<file path="config.mk">
export PLATFORM = sky130hd
export DESIGN_NAME = regfile_writeback
export DESIGN_NICKNAME = d
export VERILOG_FILES = /design/src/rtl/rv32_pkg.sv /design/src/rtl/wb_load_fifo.sv /design/src/rtl/regfile_writeback.sv
export SDC_FILE = /design/constraint.sdc
export NUM_CORES = 1
export LEC_CHECK = 0
export ABC_AREA = 1
export BUFFER_PORTS_ARGS = -buffer_cell sky130_fd_sc_hd__buf_2
export CAP_MARGIN = 40
export CORE_AREA = 8 8 109 121
export DETAILED_ROUTE_END_ITERATION = 8
export DIE_AREA = 0 0 117 129
export PLACE_DENSITY = 0.87
export SLEW_MARGIN = 20
export SYNTH_ARGS = -nofsm -noshare
export SYNTH_HDL_FRONTEND = slang
export SYNTH_SLANG_ARGS = --single-unit
</file>
<file path="constraint.sdc">
create_clock -name i_clk -period 2.6 [get_ports i_clk]
set_clock_uncertainty 0.05 [all_clocks]
set_input_delay 0.13 -clock i_clk [delete_from_list [all_inputs] [get_ports i_clk]]
set_output_delay 0.13 -clock i_clk [all_outputs]
set_load 0.01 [all_outputs]
</file>
<file path="src/rtl/rv32_pkg.sv">
// Shared RV32 write-back types: load encodings, load tracking entry, load formatting helpers.
package rv32_pkg;

  localparam int XLEN = 32;

  typedef enum logic [2:0] {
    LB  = 3'b000,
    LH  = 3'b001,
    LW  = 3'b010,
    LBU = 3'b100,
    LHU = 3'b101
  } ld_funct3_e;

  typedef struct packed {
    logic [4:0] rd;
    logic [2:0] funct3;
    logic [1:0] off;
  } ld_entry_t;

  // Misaligned halfwords fall back to the even half; unknown funct3 passes the raw word.
  function automatic logic [XLEN-1:0] ld_format(input ld_entry_t e, input logic [XLEN-1:0] w);
    logic [7:0]  b;
    logic [15:0] h;
    b = w[{e.off, 3'b000} +: 8];
    h = w[{e.off[1], 4'b0000} +: 16];
    case (e.funct3)
      LB:      return {{(XLEN-8){b[7]}}, b};
      LBU:     return {{(XLEN-8){1'b0}}, b};
      LH:      return {{(XLEN-16){h[15]}}, h};
      LHU:     return {{(XLEN-16){1'b0}}, h};
      default: return w;
    endcase
  endfunction

  function automatic logic ld_fmt_err(input ld_entry_t e);
    case (e.funct3)
      LB, LBU:  return 1'b0;
      LH, LHU:  return e.off[0];
      LW:       return e.off != 2'b00;
      default:  return 1'b1;
    endcase
  endfunction

endpackage

</file>
<file path="src/rtl/wb_load_fifo.sv">
// Circular buffer of outstanding loads; push/pop take effect at the clock edge, head is combinational.
// Caller gates push on !full and pop on !empty; per-slot valid/rd feed the hazard scoreboard.
module wb_load_fifo
  import rv32_pkg::*;
#(
  parameter int DEPTH = 4
) (
  input  logic               i_clk,
  input  logic               i_rst_n,
  input  logic               i_push,
  input  ld_entry_t          i_push_dat,
  input  logic               i_pop,
  output ld_entry_t          o_head,
  output logic               o_full,
  output logic               o_empty,
  output logic [DEPTH-1:0]   o_ent_vld,
  output logic [DEPTH*5-1:0] o_ent_rd
);

  localparam int AW = $clog2(DEPTH);

  ld_entry_t        r_mem [DEPTH];
  logic [AW:0]      r_wptr;
  logic [AW:0]      r_rptr;
  logic [DEPTH-1:0] r_vld;

  assign o_empty   = (r_wptr == r_rptr);
  assign o_full    = (r_wptr[AW] != r_rptr[AW]) && (r_wptr[AW-1:0] == r_rptr[AW-1:0]);
  assign o_head    = r_mem[r_rptr[AW-1:0]];
  assign o_ent_vld = r_vld;

  for (genvar g = 0; g < DEPTH; g++) begin : g_rd
    assign o_ent_rd[g*5 +: 5] = r_mem[g].rd;
  end

  always_ff @(posedge i_clk) begin
    if (i_push) r_mem[r_wptr[AW-1:0]] <= i_push_dat;
  end

  // Push and pop never touch the same slot: push is blocked when full, pop when empty.
  always_ff @(posedge i_clk or negedge i_rst_n) begin
    if (!i_rst_n) begin
      r_wptr <= '0;
      r_rptr <= '0;
      r_vld  <= '0;
    end else begin
      if (i_push) begin
        r_wptr                <= r_wptr + 1'b1;
        r_vld[r_wptr[AW-1:0]] <= 1'b1;
      end
      if (i_pop) begin
        r_rptr                <= r_rptr + 1'b1;
        r_vld[r_rptr[AW-1:0]] <= 1'b0;
      end
    end
  end

endmodule

</file>
<file path="src/rtl/regfile_writeback.sv">
// Register-file write driver: one registered write per cycle, 1-cycle latency; load responses beat ALU.
// ALU is held off on a load response or a pending load to the same rd; loads stall on a full tracker.
module regfile_writeback
  import rv32_pkg::*;
#(
  parameter int LD_DEPTH = 4
) (
  input  logic            i_clk,
  input  logic            i_rst_n,
  input  logic            i_alu_valid,
  input  logic [4:0]      i_alu_rd,
  input  logic [XLEN-1:0] i_alu_data,
  output logic            o_alu_ready,
  input  logic            i_ld_issue,
  input  logic [4:0]      i_ld_rd,
  input  logic [2:0]      i_ld_funct3,
  input  logic [1:0]      i_ld_off,
  output logic            o_ld_ready,
  input  logic            i_ld_resp,
  input  logic [XLEN-1:0] i_ld_rdata,
  input  logic [4:0]      i_q_rs1,
  input  logic [4:0]      i_q_rs2,
  output logic            o_busy_rs1,
  output logic            o_busy_rs2,
  output logic [4:0]      o_waddr,
  output logic [XLEN-1:0] o_wdata,
  output logic            o_write,
  output logic            o_err
);

  ld_entry_t               w_head;
  ld_entry_t               w_push_dat;
  logic                    w_full;
  logic                    w_empty;
  logic [LD_DEPTH-1:0]     w_ent_vld;
  logic [LD_DEPTH*5-1:0]   w_ent_rd;
  logic                    w_push;
  logic                    w_pop;
  logic                    w_alu_acc;
  logic                    w_busy_alu;

  logic                    r_write;
  logic [4:0]              r_waddr;
  logic [XLEN-1:0]         r_wdata;
  logic                    r_err;

  // An entry being popped this cycle still reads busy, which keeps WAW order with the load write.
  function automatic logic rd_busy(input logic [4:0] r, input logic [LD_DEPTH-1:0] vld,
                                   input logic [LD_DEPTH*5-1:0] rds);
    logic hit;
    hit = 1'b0;
    for (int i = 0; i < LD_DEPTH; i++) begin
      if (vld[i] && (rds[i*5 +: 5] == r)) hit = 1'b1;
    end
    return hit && (r != 5'd0);
  endfunction

  assign w_push_dat = '{rd: i_ld_rd, funct3: i_ld_funct3, off: i_ld_off};
  assign w_push     = i_ld_issue && !w_full;
  assign w_pop      = i_ld_resp && !w_empty;
  assign w_busy_alu = rd_busy(i_alu_rd, w_ent_vld, w_ent_rd);
  assign o_alu_ready = i_alu_valid ? (!i_ld_resp && !w_busy_alu) : 1'b1;
  assign w_alu_acc  = i_alu_valid && o_alu_ready;
  assign o_ld_ready = !w_full;
  assign o_busy_rs1 = rd_busy(i_q_rs1, w_ent_vld, w_ent_rd);
  assign o_busy_rs2 = rd_busy(i_q_rs2, w_ent_vld, w_ent_rd);

  wb_load_fifo #(.DEPTH(LD_DEPTH)) u_fifo (
    .i_clk      (i_clk),
    .i_rst_n    (i_rst_n),
    .i_push     (w_push),
    .i_push_dat (w_push_dat),
    .i_pop      (w_pop),
    .o_head     (w_head),
    .o_full     (w_full),
    .o_empty    (w_empty),
    .o_ent_vld  (w_ent_vld),
    .o_ent_rd   (w_ent_rd)
  );

  always_ff @(posedge i_clk or negedge i_rst_n) begin
    if (!i_rst_n) begin
      r_write <= 1'b0;
      r_waddr <= 5'd0;
      r_wdata <= '0;
      r_err   <= 1'b0;
    end else begin
      if (w_pop) begin
        r_write <= (w_head.rd != 5'd0);
        r_waddr <= w_head.rd;
        r_wdata <= ld_format(w_head, i_ld_rdata);
      end else if (w_alu_acc) begin
        r_write <= (i_alu_rd != 5'd0);
        r_waddr <= i_alu_rd;
        r_wdata <= i_alu_data;
      end else begin
        r_write <= 1'b0;
      end
      if ((i_ld_issue && w_full) || (i_ld_resp && w_empty) || (w_pop && ld_fmt_err(w_head)))
        r_err <= 1'b1;
    end
  end

  assign o_write = r_write;
  assign o_waddr = r_waddr;
  assign o_wdata = r_wdata;
  assign o_err   = r_err;

endmodule

</file>
# After elaboration in Yosys (flattened, before gate mapping)
# Memories as Yosys holds them, arrays and structs flattened.
# Cells that the tools add are included.
op_classes:
  n_lt_le_gt_ge: 4
  addsub: 2
  mux: 29
  n_bitwise: 3
  shifts: 2
  reduce_logical: 40
  eq_ne: 19
ops:
  columns: ["cell", "n"]
  rows:
  - ["$pmux W32 S4", 1]
  - ["$mux W32", 2]
  - ["$eq A5 B5 Y1", 12]
  - ["$shiftx A32 B6 Y16", 1]
  - ["$shiftx A32 B6 Y8", 1]
  - ["$logic_and A1 B1 Y1", 25]
  - ["$reduce_bool A5 Y1", 4]
  - ["$mux W1", 19]
  - ["$mux W5", 2]
  - ["$mux W4", 2]
  - ["$add A3 B1 Y3 const B", 2]
  - ["$eq A3 B3 Y1 const B", 2]
  - ["$lt A2 B3 Y1 const B", 2]
  - ["$and A4 B4 Y4", 1]
  - ["$demux W1 S2", 2]
  - ["$ge A2 B1 Y1 const B", 2]
  - ["$logic_not A1 Y1", 4]
  - ["$not A4 Y4", 1]
  - ["$or A4 B4 Y4", 1]
  - ["$reduce_bool A2 Y1", 2]
  - ["$reduce_or A2 Y1", 2]
  - ["$eq A3 B1 Y1 const B", 1]
  - ["$eq A3 B2 Y1 const B", 1]
  - ["$eq A3 B3 Y1", 1]
  - ["5 further kinds", 6]
totals:
  reg_bits: 49
  in_bits: 94
  memories: 1
  mem_bits_rw: 40
mem_list:
  columns: ["name", "depth", "width", "rd", "rd_ports_with_merged_regs", "write_ports", "line_no", "text"]
  rows:
  - ["u_fifo.r_mem", 4, 10, 5, 0, 1, "wb_load_fifo.sv:22", "ld_entry_t r_mem [DEPTH];"]

# Depth between registers and ports, before layout
# Gate-level depths: netlist of the first run.
depth:
  ltp_word: 13
  depth_mapped: 15
  ltp_nobuf: 14

# Hierarchy
# From an unflattened synthesis of the first run, not the netlist that was laid out.
hier_totals:
  cells_unflattened: 787
  hier_area_um2: 5786.8
by_module_without_submodules:
  columns: ["mod", "n_inst", "seq_area_each_um2", "area_each_um2", "cells_per_inst"]
  rows:
  - ["regfile_writeback", 1, 975.9, 3497.1, 580]
  - ["wb_load_fifo", 1, 1451.4, 2289.7, 207]

# Worst setup path after synthesis of the first run
# OpenSTA, ideal clock, no wires.
synth_path:
  path_type: "reg-to-reg"
  startpoint: "register u_fifo.r_rptr[0]"
  endpoint: "memory u_fifo.r_mem[3][0] (netlist bit) (enable)"
  path_slack_ps: 614
  n_path_buf: 1
  path_stages_with_launch: 6
  arrival_time_ps: 1555
  period_less_slack_ps: 1986
  setup_time_ps: 381
  cell_sequence: "dfrtp_1 -> buf_6 -> xnor2_2 -> nand3_1 -> nand2_1 -> nor2_1"
synth_via:
  elab_chain_cells: 6
synth_rtl:
  columns: ["item", "line_no", "text"]
  rows:
  - ["from (decl)", "wb_load_fifo.sv:24", "logic [AW:0] r_rptr;"]
  - ["from (signal assigned)", "wb_load_fifo.sv:52", "r_rptr <= r_rptr + 1'b1;"]
  - ["$eq A2 B2 Y1", "wb_load_fifo.sv:28", "assign o_full = (r_wptr[AW] != r_rptr[AW]) && (r_wptr[AW-1:0] == r_rptr[AW-1:0]);"]
  - ["$logic_and A1 B1 Y1", "wb_load_fifo.sv:28", null]
  - ["$logic_not A1 Y1", null, null]
  - ["named net o_ld_ready", "regfile_writeback.sv:18", "output logic o_ld_ready,"]
  - ["$logic_and A1 B1 Y1", "regfile_writeback.sv:59", "assign w_push = i_ld_issue && !w_full;"]
  - ["$mux W1", "wb_load_fifo.sv:37", "if (i_push) r_mem[r_wptr[AW-1:0]] <= i_push_dat;"]
  - ["$mux W1 (not written as such)", "wb_load_fifo.sv:37", null]
  - ["to (decl)", "wb_load_fifo.sv:22", null]
# The timed path passes the listed nets, and every way through them passes these cells.

# Worst setup path after layout of the first run
layout_path:
  startpoint: "register u_fifo.r_rptr[0]"
  endpoint: "register r_wdata[12] (netlist: o_wdata[12])"
layout_via:
  elab_chain_cells: 4
  word_cells_on_any_way: 13
  classes_between: "eq/ne: 4; shift: 2; mux: 2; reduce/logical: 4; memory: 1"
layout_rtl:
  columns: ["item", "line_no", "text"]
  rows:
  - ["$mem_v2 Z4 W10 or $eq A3 B3 Y1 (tied branches)", null, null]
  - ["$shiftx A32 B6 Y16 (tied with other cells)", "rv32_pkg.sv:25", "h = w[{e.off[1], 4'b0000} +: 16];"]
  - ["$pmux W32 S4 or $logic_and A1 B1 Y1 (tied branches)", "rv32_pkg.sv:26, regfile_writeback.sv:60", null]
  - ["$mux W32 or $reduce_bool A2 Y1 (tied branches)", null, null]
  - ["to (signal assigned)", "regfile_writeback.sv:91", "r_wdata <= ld_format(w_head, i_ld_rdata);"]
  - ["to (signal assigned)", "regfile_writeback.sv:95", "r_wdata <= i_alu_data;"]
  - ["to (decl)", "regfile_writeback.sv:44", "logic [XLEN-1:0] r_wdata;"]
# Several ways; a longest one is shown, not always the timed one.
# A chain may end at the register's enable or synchronous reset.

==> qor.yml, run 1 <==
status: "completed"
overflow: 0
final.fill_count: 963
synth.distinct_cells: 41
die_area_mm2: 0.0151
instances_no_fill: 1103
ys_seq_elements: 89
cts.sink_count: 89
rr_worst_depth: 12
yosys-top-cells-area: "dfrtp_1 (21%), edfxtp_1 (20%), nand2_1 (19%), nand3_1 (5.9%), a21oi_1 (4.1%)"
cts_tree: "done"
hold_violations: 0
cp_data_arrival_time_ps: 2490
crit_required_ps: 2790
initial_core_util_pct: 53.2
drtIter0Drc: 749
globalplace.congestion: 0.980
leakage_nw: 3.76
synth-edff-count: 40
worstSetupStartpointType: "flop"
synth_top_cell_by_area: "dfrtp_1"
antenna_found_initial: 1
report.final.slew_viol_count: 0
fin_area_mm2: 0.00714
routed_via_density: 5.52
die_w_um: 117
grt_max_degree: 39
clk_pin_slew_ps: 70
rows: 41
drv_cap: 0
synthTopCellsByCount: "nand2_1 (301), nand3_1 (70), inv_1 (59)"
drive_above_1_share_pct: 22.7
wl_um: 18500
die_h_um: 129
synth_most_common_cell: "nand2_1"
min_path_cells: 5
cp_max_fo: 24
diodes: 0
dpl_cell_area_mm2: 0.00671
syn-cell-area_mm2: 0.00595
period_share_pct: 88.7
hp-class: "primary input to flop"
dr.pass1.iters: 6
ys_warn_count: 0
worst_pin_slew_ps: 689
fin_nets: 1050
place_inst: 1075
grt_pass1_wl_um: 28300
postRouteAntennaNets: 0
post-cts-setup-buffers: 0
hpwl_um: 13700
pwr_density_cell_mw_per_mm2: 1170
synth_top_cell_area_share_pct: 20.6
critPathCaptureType: "flop"
tns_ps: 0
via_count: 6092
numCtsBuffers: 9
syn_to_final_growth_pct: 19.9
setup_violations: 0
rsz0062_at_grt: "false"
min_period_ps: 2310
portBuffers: 136
ir_worst_vdd_uv: 916
grt_pass1_vias: 5534
h-tree-depth: 3
max_freq_mhz: 433
wl_per_cell_um: 16.7
critPathKind: "flop to flop"
clk_latency_ps: 350
ys_seq_area_share_pct: 40.8
fp.coreArea_mm2: 0.0112
gr-usage-all-layers_pct: 24.2
boundaryPins: 137
synth_ff_type: "dfrtp_1"
synth_nets: 912
slew_headroom_pct: 53.9
clk_path_buf_depth: 2
drc: 0
synthCells: 810
root_buffer: "clkbuf_16"
synth_area_per_cell_um2: 7.35
async_flop_share_pct: 55.1
==> power by group <==
group	switching (W)	internal, W	total [W]
Clock	0.000597	0.000764	0.00136
Combinational	0.00298	0.00158	0.00456
Sequential	0.000395	0.00202	0.00241
Total	0.00397	0.00436	0.00833
==> metal layers <==
metal,wire length [um],part of all wire (%),GRT usage [%],up-vias
li1,-,-,-,2912
met4,751,4.1,13.3,2
met2,8610,47,37.9,387
met1,7220,39,30.9,2726
met3,1860,10,4.45,65
met5,13,0.070,0,-
==> cell families (layout without fill, tap and decap cells) <==
kind of cell | count (synthesis) | in the layout | synth area share [%]
compound gates | 109 | 109 | 10.3
xor+xnor | 17 | 17 | 2.63
fa+ha+maj | 8 | 8 | 1.68
buf+inv | 110 | 253 | 8.39
flops | 89 | 89 | 40.8
simple gates | 477 | 477 | 36.3
==> state kept, by name (all words and copies together) (netlist names) <==
signal	count
o_err	1
o_wdata	32
u_fifo.o_ent_vld	4
u_fifo.r_wptr	3
o_waddr	5
u_fifo.r_mem	40
o_write	1
u_fifo.r_rptr	3
==> metrics by stage <==
| step | hold slack, ps | setup slack, ps | util, % | power (W) |
|---|---|---|---|---|
| 3_3_place_gp | 48.8 | 374 | 59.8 | 0.00674 |
| 6_report | 29.3 | 293 | 63.8 | 0.00833 |
| 5_1_grt | 62.4 | 132 | 63.8 | 0.00896 |
| 4_1_cts | 25.6 | 300 | 63.8 | 0.00827 |
| 2_1_floorplan | -216 | 614 | - | 0.00566 |
| 3_5_place_dp | 53.4 | 342 | 60.0 | 0.00686 |
==> critical path: stages, from the launching register on <==
cell and delay [ps]:
dfrtp_1 480, buf_4 220, nand2_1 80, nand2_1 80, nand2_1 60, nand2_2 280, nand3_1 200, nand3_4 340
nand2_1 120, nand2_1 100, nand2_1 60, nand2_1 60, nand2_1 60
==> cell type report <==
type                    count  area [um2]  area share, %
clock inverters             7        83.8           1.17
well taps                 150         188           2.63
clock buffers               9         225           3.15
flip-flops and latches     89        2430           34.0
inverters                  75         287           4.01
multi-input cells         611        3030           42.4
repair buffers            162         903           12.7
==> final timing paths <==
check	start	end	slack [ps]
worst min register to register	o_err	o_err	450
worst max register to register	u_fifo.r_rptr[0]	o_wdata[12]	290
max in group asynchronous	i_rst_n	u_fifo.r_wptr[0]	1520
min in group asynchronous	i_rst_n	o_wdata[16]	210
worst max-delay path	u_fifo.r_rptr[0]	o_wdata[12]	290
worst min-delay path	i_alu_data[7]	o_wdata[7]	30
==> what timing repair did <==
| action | 4_1_cts | 5_1_grt |
|---|---|---|
| gates resized for setup | 0 | 0 |
| hold buffers | 11 | 0 |
| hold endpoints to repair | 59 | 0 |
==> cells in the final DEF (no fill, tap or decap), drive strengths merged, types with 3 or more instances in the layout <==
| cell | n |
|---|---|
| clkbuf | 9 |
| nand2 | 309 |
| a21boi | 8 |
| nand3 | 85 |
| a221oi | 5 |
| xor2 | 8 |
| dfrtp | 49 |
| ha | 8 |
| dlygate4sd3 | 11 |
| o22ai | 14 |
| nand3b | 3 |
| or2 | 24 |
| inv | 79 |
| nor2 | 44 |
| o21ai | 30 |
| a21oi | 49 |
| nand4 | 8 |
| edfxtp | 40 |
| buf | 151 |
| xnor2 | 9 |
| nor3 | 3 |
Note: power is estimated with default switching activity, not from simulation.
==> inputs of run 2 (changes only) <==
--- a/config.mk
+++ b/config.mk
@@ -8,9 +8,9 @@
 export ABC_AREA = 1
 export BUFFER_PORTS_ARGS = -buffer_cell sky130_fd_sc_hd__buf_2
 export CAP_MARGIN = 40
-export CORE_AREA = 8 8 109 121
+export CORE_AREA = 2 2 103 115
 export DETAILED_ROUTE_END_ITERATION = 8
-export DIE_AREA = 0 0 117 129
+export DIE_AREA = 0 0 105 117
 export PLACE_DENSITY = 0.87
 export SLEW_MARGIN = 20
 export SYNTH_ARGS = -nofsm -noshare
==> run 2 against run 1 <==
Net effect: non-clock buffer count is 1 lower; setup slack better by 6.0 ps; cell area is 0.18% lower; routed wire length is 7.9% lower; worst hold slack lost 2.0 ps; core utilization is 0.11 points lower; final cell count about the same; sequential cell count did not move.
==> qor.yml, run 2 (synthesized netlist as in run 1, its figures left out) <==
gr-usage-all-layers_pct: 27.9  # +3.7 points
worst_pin_slew_ps: 598  # -90.4 ps
pwr_density_cell_mw_per_mm2: 1150  # -1.4%
leakage_nw: 3.76  # -0.10%
numCtsBuffers: 9  # unchanged
total_power_w: 0.00820  # -1.6%
combPwrFrac_pct: 55.1  # +0.4 points
root_buffer: "clkbuf_16"
drtIter0Drc: 524  # -30%
final_common_cell: "nand2_1"
dp_slack_ps: 340  # -2.01 ps
p_switching_w: 0.00392  # -1.4%
setup_ws_ps: 299  # +5.99 ps
report.final.slew_viol_count: 0  # unchanged
die_w_um: 105  # -10%
worstReg2RegEnd: "o_wdata[14]"
cts_tree: "done"
status: "completed"
overflow: 0  # unchanged
pwr-share-seq_pct: 29.1  # about the same
globalplace.congestion: 0.982  # +0.26%
ir_worst_vdd_uv: 859  # -6.2%
clk_path_buf_depth: 2  # unchanged
cp_slowest_cell: "dfrtp_1"
max_freq_mhz: 435  # +0.26%
internal-power_w: 0.00428  # -1.9%
boundaryPins: 137  # unchanged
wl_per_cell_um: 15.4  # -7.9%
setup_violations: 0  # unchanged
rr_startpoint: "u_fifo.r_rptr[0]"
via_count: 5923  # -2.8%
r2r_slack_ps: 300  # about the same
path_buf_inv: 1  # unchanged
rr_worst_depth: 12  # unchanged
drive_above_1_share_pct: 22.6  # -0.081 points
clk_latency_ps: 350  # about the same
place_inst: 1075  # unchanged
worstSetupStartpointType: "flop"
die_area_mm2: 0.0123  # -19%
layout_common_cells: "nand2_1 (301), buf_2 (136), nand3_1 (70)"
drv_cap: 0  # unchanged
post-cts-setup-buffers: 0  # unchanged
clockPowerShare_pct: 15.7  # -0.6 points
wl_um: 17000  # -7.9%
slowest_delay_ps: 460  # -20 ps
p_sw_share_pct: 47.8  # +0.13 points
rsz0062_at_grt: "false"
hold_path_end: "o_wdata[14]"
hp-class: "primary input to flop"
cp_data_arrival_time_ps: 2500  # about the same
portBuffers: 136  # unchanged
hpwl_um: 12500  # -8.6%
drc: 0  # unchanged
grt_pass1_wl_um: 27100  # -4.1%
hold_violations: 0  # unchanged
syn_to_final_growth_pct: 19.7
crit_top_cell: "nand2_1"
fp.coreArea_mm2: 0.0112  # unchanged
postRouteAntennaNets: 0  # unchanged
dr.pass1.iters: 5  # -1
diodes: 0  # unchanged
critPathCaptureType: "flop"
critPathKind: "flop to flop"
tns_ps: 0  # unchanged
routed_via_density: 5.37  # -2.7%
h-tree-depth: 3  # unchanged
cp_max_fo: 27  # +13%
largest_register_ffs: 40  # unchanged
fin_nets: 1049  # -0.095%
die_h_um: 117  # -9.3%
worstHoldStart: "i_alu_data[14]"
initial_core_util_pct: 53.2  # unchanged
period_share_pct: 88.5  # -0.23 points
antenna_found_initial: 0  # -1
worstPathCellList: "buf_4, nand2_1, nand2_1, nand2_1, nand2_2, nand3_1, nand3_4, nand2_1, nand2_1, nand2_1, nand2_1, nand2_1"
grt_pass1_vias: 5469  # -1.2%
grt_max_degree: 43  # +10%
instances_no_fill: 1102  # -0.091%
rows: 41  # unchanged
clk_pin_slew_ps: 70  # about the same
crit_required_ps: 2800  # about the same
min_path_cells: 5  # unchanged
cp_top_family: "simple AND/OR/NAND/NOR gates"
fin_util_pct: 63.7  # -0.11 points
slew_headroom_pct: 60.0  # +6.1 points
cts.sink_count: 89  # unchanged
min_period_ps: 2300  # -5.99 ps
run 2: cell types whose count changed in the layout (fill, tap and decap cells not counted):
cell / change
buf_4: -2
inv_6: +1
buf_12: +1
bufinv_16: -1
clkinvlp_4: -1
inv_8: +1
run 2: per-layer routing:
metal	vias up	part of all wire, %	wire length [um]	track usage (%)
li1	2899	-	-	-
met1	2670	42	7120	37.3
met2	301	47	7950	45.4
met3	53	8.0	1360	4.93
met4	0	3.3	561	11.5
met5	-	0	0	0
run 2: what timing repair did:
item | 4_1_cts | 5_1_grt
endpoints found under the hold margin | 55 | 0
hold buffers | 11 | 0
gates resized for setup | 0 | 0
run 2: worst register-to-register path, stage by stage, from the launching register on:
cell	delay, ps
dfrtp_1	460
buf_4	300
nand2_1	100
nand2_1	80
nand2_1	50
nand2_2	260
nand3_1	200
nand3_4	320
nand2_1	130
nand2_1	80
nand2_1	60
nand2_1	60
nand2_1	40
run 2: worst max-delay path by stage:
stage,endpoint,slack [ps],start,cells past startpoint
global route,o_wdata[15],2,u_fifo.r_rptr[0],12
detailed placement,o_wdata[14],340,u_fifo.r_rptr[0],12
floorplan,u_fifo.r_mem[3][0],610,u_fifo.r_rptr[0],5
global placement,o_wdata[16],400,u_fifo.r_rptr[1],12
CTS,o_wdata[14],300,u_fifo.r_rptr[0],12
finish,o_wdata[14],300,u_fifo.r_rptr[0],12
run 2: layout make-up:
| type | count | area, um2 |
|---|---|---|
| clock buffer | 9 | 225 |
| clock inverter | 7 | 66.3 |
| fill | 1032 | 4060 |
| inverter | 75 | 287 |
| multi-input combinational | 611 | 3030 |
| sequential | 89 | 2430 |
| tap | 150 | 188 |
| timing repair buffer | 161 | 908 |
run 2: stage by stage:
stage | hold WS, ps | area [um2]
after floorplan | -216 | 5950
after global placement | 10.3 | 6700
after detailed placement | 17.4 | 6730
after CTS | 26.7 | 7130
after global routing | 45.0 | 7130
final | 27.3 | 7130
run 2: power by group through the flow:
| stage | Sequential (W) | Combinational, W | Clock [W] |
|---|---|---|---|
| after global routing | 0.00244 | 0.00509 | 0.00136 |
| after CTS | 0.00238 | 0.00449 | 0.00129 |
| final | 0.00239 | 0.00452 | 0.00129 |
| after detailed placement | 0.00241 | 0.00442 | 0 |
| after global placement | 0.00239 | 0.00432 | 0 |
| after floorplan | 0.00246 | 0.00321 | 0 |
==> inputs of run 3 (changes only) <==
--- a/config.mk
+++ b/config.mk
@@ -5,13 +5,12 @@
 export SDC_FILE = /design/constraint.sdc
 export NUM_CORES = 1
 export LEC_CHECK = 0
-export ABC_AREA = 1
 export BUFFER_PORTS_ARGS = -buffer_cell sky130_fd_sc_hd__buf_2
 export CAP_MARGIN = 40
-export CORE_AREA = 2 2 103 115
+export CORE_AREA = 2 2 97 109
 export DETAILED_ROUTE_END_ITERATION = 8
-export DIE_AREA = 0 0 105 117
-export PLACE_DENSITY = 0.87
+export DIE_AREA = 0 0 99 111
+export PLACE_DENSITY = 0.88
 export SLEW_MARGIN = 20
 export SYNTH_ARGS = -nofsm -noshare
 export SYNTH_HDL_FRONTEND = slang
==> run 3 against run 2 <==
Net effect: sequential share of layout area is 3.6 points higher; synthesized cell count fell by 42%; critical path depth down 5; core utilization is 0.67 points higher; sequential cell count stayed put; sequential power up 3%; first-iteration DRC count shrank 48%; routed wire length down 16%; clock-buffer cell count unchanged; register-to-register slack got worse by 170 ps; combinational power is 23% lower; non-clock buffer count stayed put.
==> qor.yml, run 3 <==
clk_path_buf_depth: 2  # unchanged
clk_latency_ps: 350  # about the same
final_common_cell: "buf_2"
async_flop_share_pct: 55.1  # unchanged
dr.pass1.iters: 5  # unchanged
syn_to_final_growth_pct: 23.2
synthCells: 468  # -42%
ir_worst_vdd_uv: 513  # -40%
yosys-top-cells-area: "dfrtp_1 (23%), edfxtp_1 (23%), xor2_1 (8.7%), mux2i_1 (4.4%), mux4_2 (3.9%)"
tns_ps: 0  # unchanged
grt_max_degree: 62  # +44%
drtIter0Drc: 275  # -48%
worstSetupStartpointType: "flop"
synth_most_common_cell: "xor2_1"
cts_tree: "done"
hold_violations: 0  # unchanged
clk_pin_slew_ps: 80  # about the same
total_power_w: 0.00719  # -12%
crit_required_ps: 2800  # about the same
fp.coreArea_mm2: 0.0100  # -11%
overflow: 0  # unchanged
p_switching_w: 0.00300  # -24%
slew_headroom_pct: 60.0  # about the same
numCtsBuffers: 9  # unchanged
status: "completed"
p_sw_share_pct: 41.7  # -6.1 points
postRouteAntennaNets: 0  # unchanged
die_w_um: 99  # -5.7%
ys_warn_count: 0  # unchanged
layout_common_cells: "buf_2 (136), xor2_1 (52), dfrtp_1 (49)"
ys_seq_elements: 89  # unchanged
multi_input_area_mm2: 0.00256  # -15%
fin_nets: 704  # -33%
drc: 0  # unchanged
fin_util_pct: 64.4  # +0.67 points
synth_top_cell_area_share_pct: 23.4  # +2.8 points
ff_latch_area_mm2: 0.00243  # unchanged
rsz0062_at_grt: "false"
wl_um: 14300  # -16%
rr_startpoint: "u_fifo.r_rptr[0]"
via_count: 4434  # -25%
internal-power_w: 0.00420  # -1.9%
synth_area_per_cell_um2: 11.2  # +52%
min_period_ps: 2470  # +169 ps
initial_core_util_pct: 52.3  # -0.93 points
final.fill_count: 732  # -29%
diodes: 0  # unchanged
synth_top_cell_by_area: "dfrtp_1"
syn-cell-area_mm2: 0.00523  # -12%
combPwrFrac_pct: 48.4  # -6.7 points
synth.distinct_cells: 51  # +24%
cp_data_arrival_time_ps: 2670  # +170 ps
worst_pin_slew_ps: 599  # +1.01 ps
routed_via_density: 6.07  # +13%
antenna_found_initial: 0  # unchanged
leakage_nw: 2.83  # -25%
root_buffer: "clkbuf_16"
largest_register_ffs: 40  # unchanged
pwr-share-seq_pct: 34.1  # +5.0 points
drive_above_1_share_pct: 34.1  # +12 points
die_area_mm2: 0.0110  # -11%
globalplace.congestion: 0.955  # -2.7%
portBuffers: 136  # unchanged
hp-class: "primary input to flop"
synth-edff-count: 40  # unchanged
setup_violations: 0  # unchanged
cp_max_fo: 16  # -41%
hpwl_um: 10600  # -15%
period_share_pct: 95.0  # +6.5 points
max_freq_mhz: 405  # -6.8%
cts.sink_count: 89  # unchanged
grt_pass1_vias: 4378  # -20%
synth_nets: 570  # -38%
die_h_um: 111  # -5.1%
h-tree-depth: 3  # unchanged
timing.hold.ws_ps: 28.4  # +1.07 ps
place_inst: 703  # -35%
worstHoldStart: "i_alu_data[29]"
synth_ff_type: "dfrtp_1"
worstPathCellList: "mux4_1, nor2_4, nor2_2, a2111oi_4, buf_4, a21oi_1, o221ai_1"
critPathKind: "flop to flop"
ys_seq_area_share_pct: 46.4  # +5.6 points
gr-usage-all-layers_pct: 25.8  # -2.1 points
cp_slowest_cell: "mux4_1"
slowest_delay_ps: 740  # +280 ps
grt_pass1_wl_um: 22200  # -18%
pwr_density_cell_mw_per_mm2: 1120  # -2.9%
boundaryPins: 137  # unchanged
synthTopCellsByCount: "xor2_1 (52), dfrtp_1 (49), edfxtp_1 (40)"
wl_per_cell_um: 19.6  # +27%
clockPowerShare_pct: 17.5  # +1.8 points
report.final.slew_viol_count: 0  # unchanged
critPathCaptureType: "flop"
crit_start: "u_fifo.r_rptr[0]"
rows: 39  # -4.9%
drv_cap: 0  # unchanged
instances_no_fill: 730  # -34%
## run 3: cell count changes in the layout (fill, tap and decap cells not counted), moves of 13 or more
cell,previous run,this run
a21oi_1,49,21
inv_1,59,24
inv_2,14,0
mux2i_1,0,23
nand2_1,301,11
nand3_1,70,31
nand3_2,13,0
nor2_1,41,20
o22ai_1,14,1
xor2_1,8,52
## run 3: worst paths after layout
kind,depth (start not counted),slack (ps),end
setup / recovery,7,130,o_wdata[19]
hold / removal,3,30,o_wdata[29]
setup reg to reg,7,130,o_wdata[19]
hold reg to reg,1,450,u_fifo.r_wptr[2]
max in group asynchronous,3,1680,o_wdata[2]
min in group asynchronous,2,270,o_wdata[12]
## run 3: power by group through the flow
| stage | Sequential [W] | Combinational [W] | Clock, W |
|---|---|---|---|
| 3_5_place_dp | 0.00246 | 0.00342 | 0 |
| 4_1_cts | 0.00244 | 0.00347 | 0.00127 |
| 3_3_place_gp | 0.00243 | 0.00329 | 0 |
| 6_report | 0.00245 | 0.00348 | 0.00126 |
| 2_1_floorplan | 0.00248 | 0.00232 | 0 |
| 5_1_grt | 0.00249 | 0.00379 | 0.00132 |
## run 3: kinds of logic after synthesis
group	share of synthesized area, %
fa+ha+maj	1.91
simple gates	10.3
xor+xnor	11.2
compound gates	15.6
mux	9.64
buf+inv	4.97
flops	46.4
## run 3: cell type report
class | count | area share, %
timing repair buffer | 161 | 14.3
tap | 123 | 2.39
inverter | 24 | 1.40
multi-input combinational | 317 | 39.8
clock inverter | 7 | 0.971
clock buffer | 9 | 3.50
sequential | 89 | 37.7
## run 3: metal layers
| metal | global-route usage (%) | vias to the layer above | share of wire (%) | routed length [um] |
|---|---|---|---|---|
| met5 | 0 | - | 0 | 0 |
| met4 | 14.2 | 0 | 5.3 | 765 |
| met3 | 4.92 | 69 | 7.1 | 1020 |
| met2 | 42.7 | 234 | 49 | 7060 |
| met1 | 31.4 | 2140 | 38 | 5470 |
| li1 | - | 1991 | - | - |
## run 3: timing repair
item	CTS	global route
endpoints found under the setup margin	0	2
hold buffers	11	0
resized for setup	0	1
buffers inserted	0	0
hold endpoints to repair	58	0
## run 3: through the flow
stage	worst slack [ps]	cell area, um2
3_3_place_gp	181	6020
3_5_place_dp	130	6040
6_report	129	6440
5_1_grt	8.25	6440
4_1_cts	119	6440
2_1_floorplan	226	5230
## run 3: worst max-delay path, delay by kind of cell (launching register included)
kind	cells	cell delay, ps
flip-flops	1	450
buffers and inverters	1	310
multiplexers	1	740
AO/OA/AOI/OAI	3	570
AND/OR/NAND/NOR	2	240
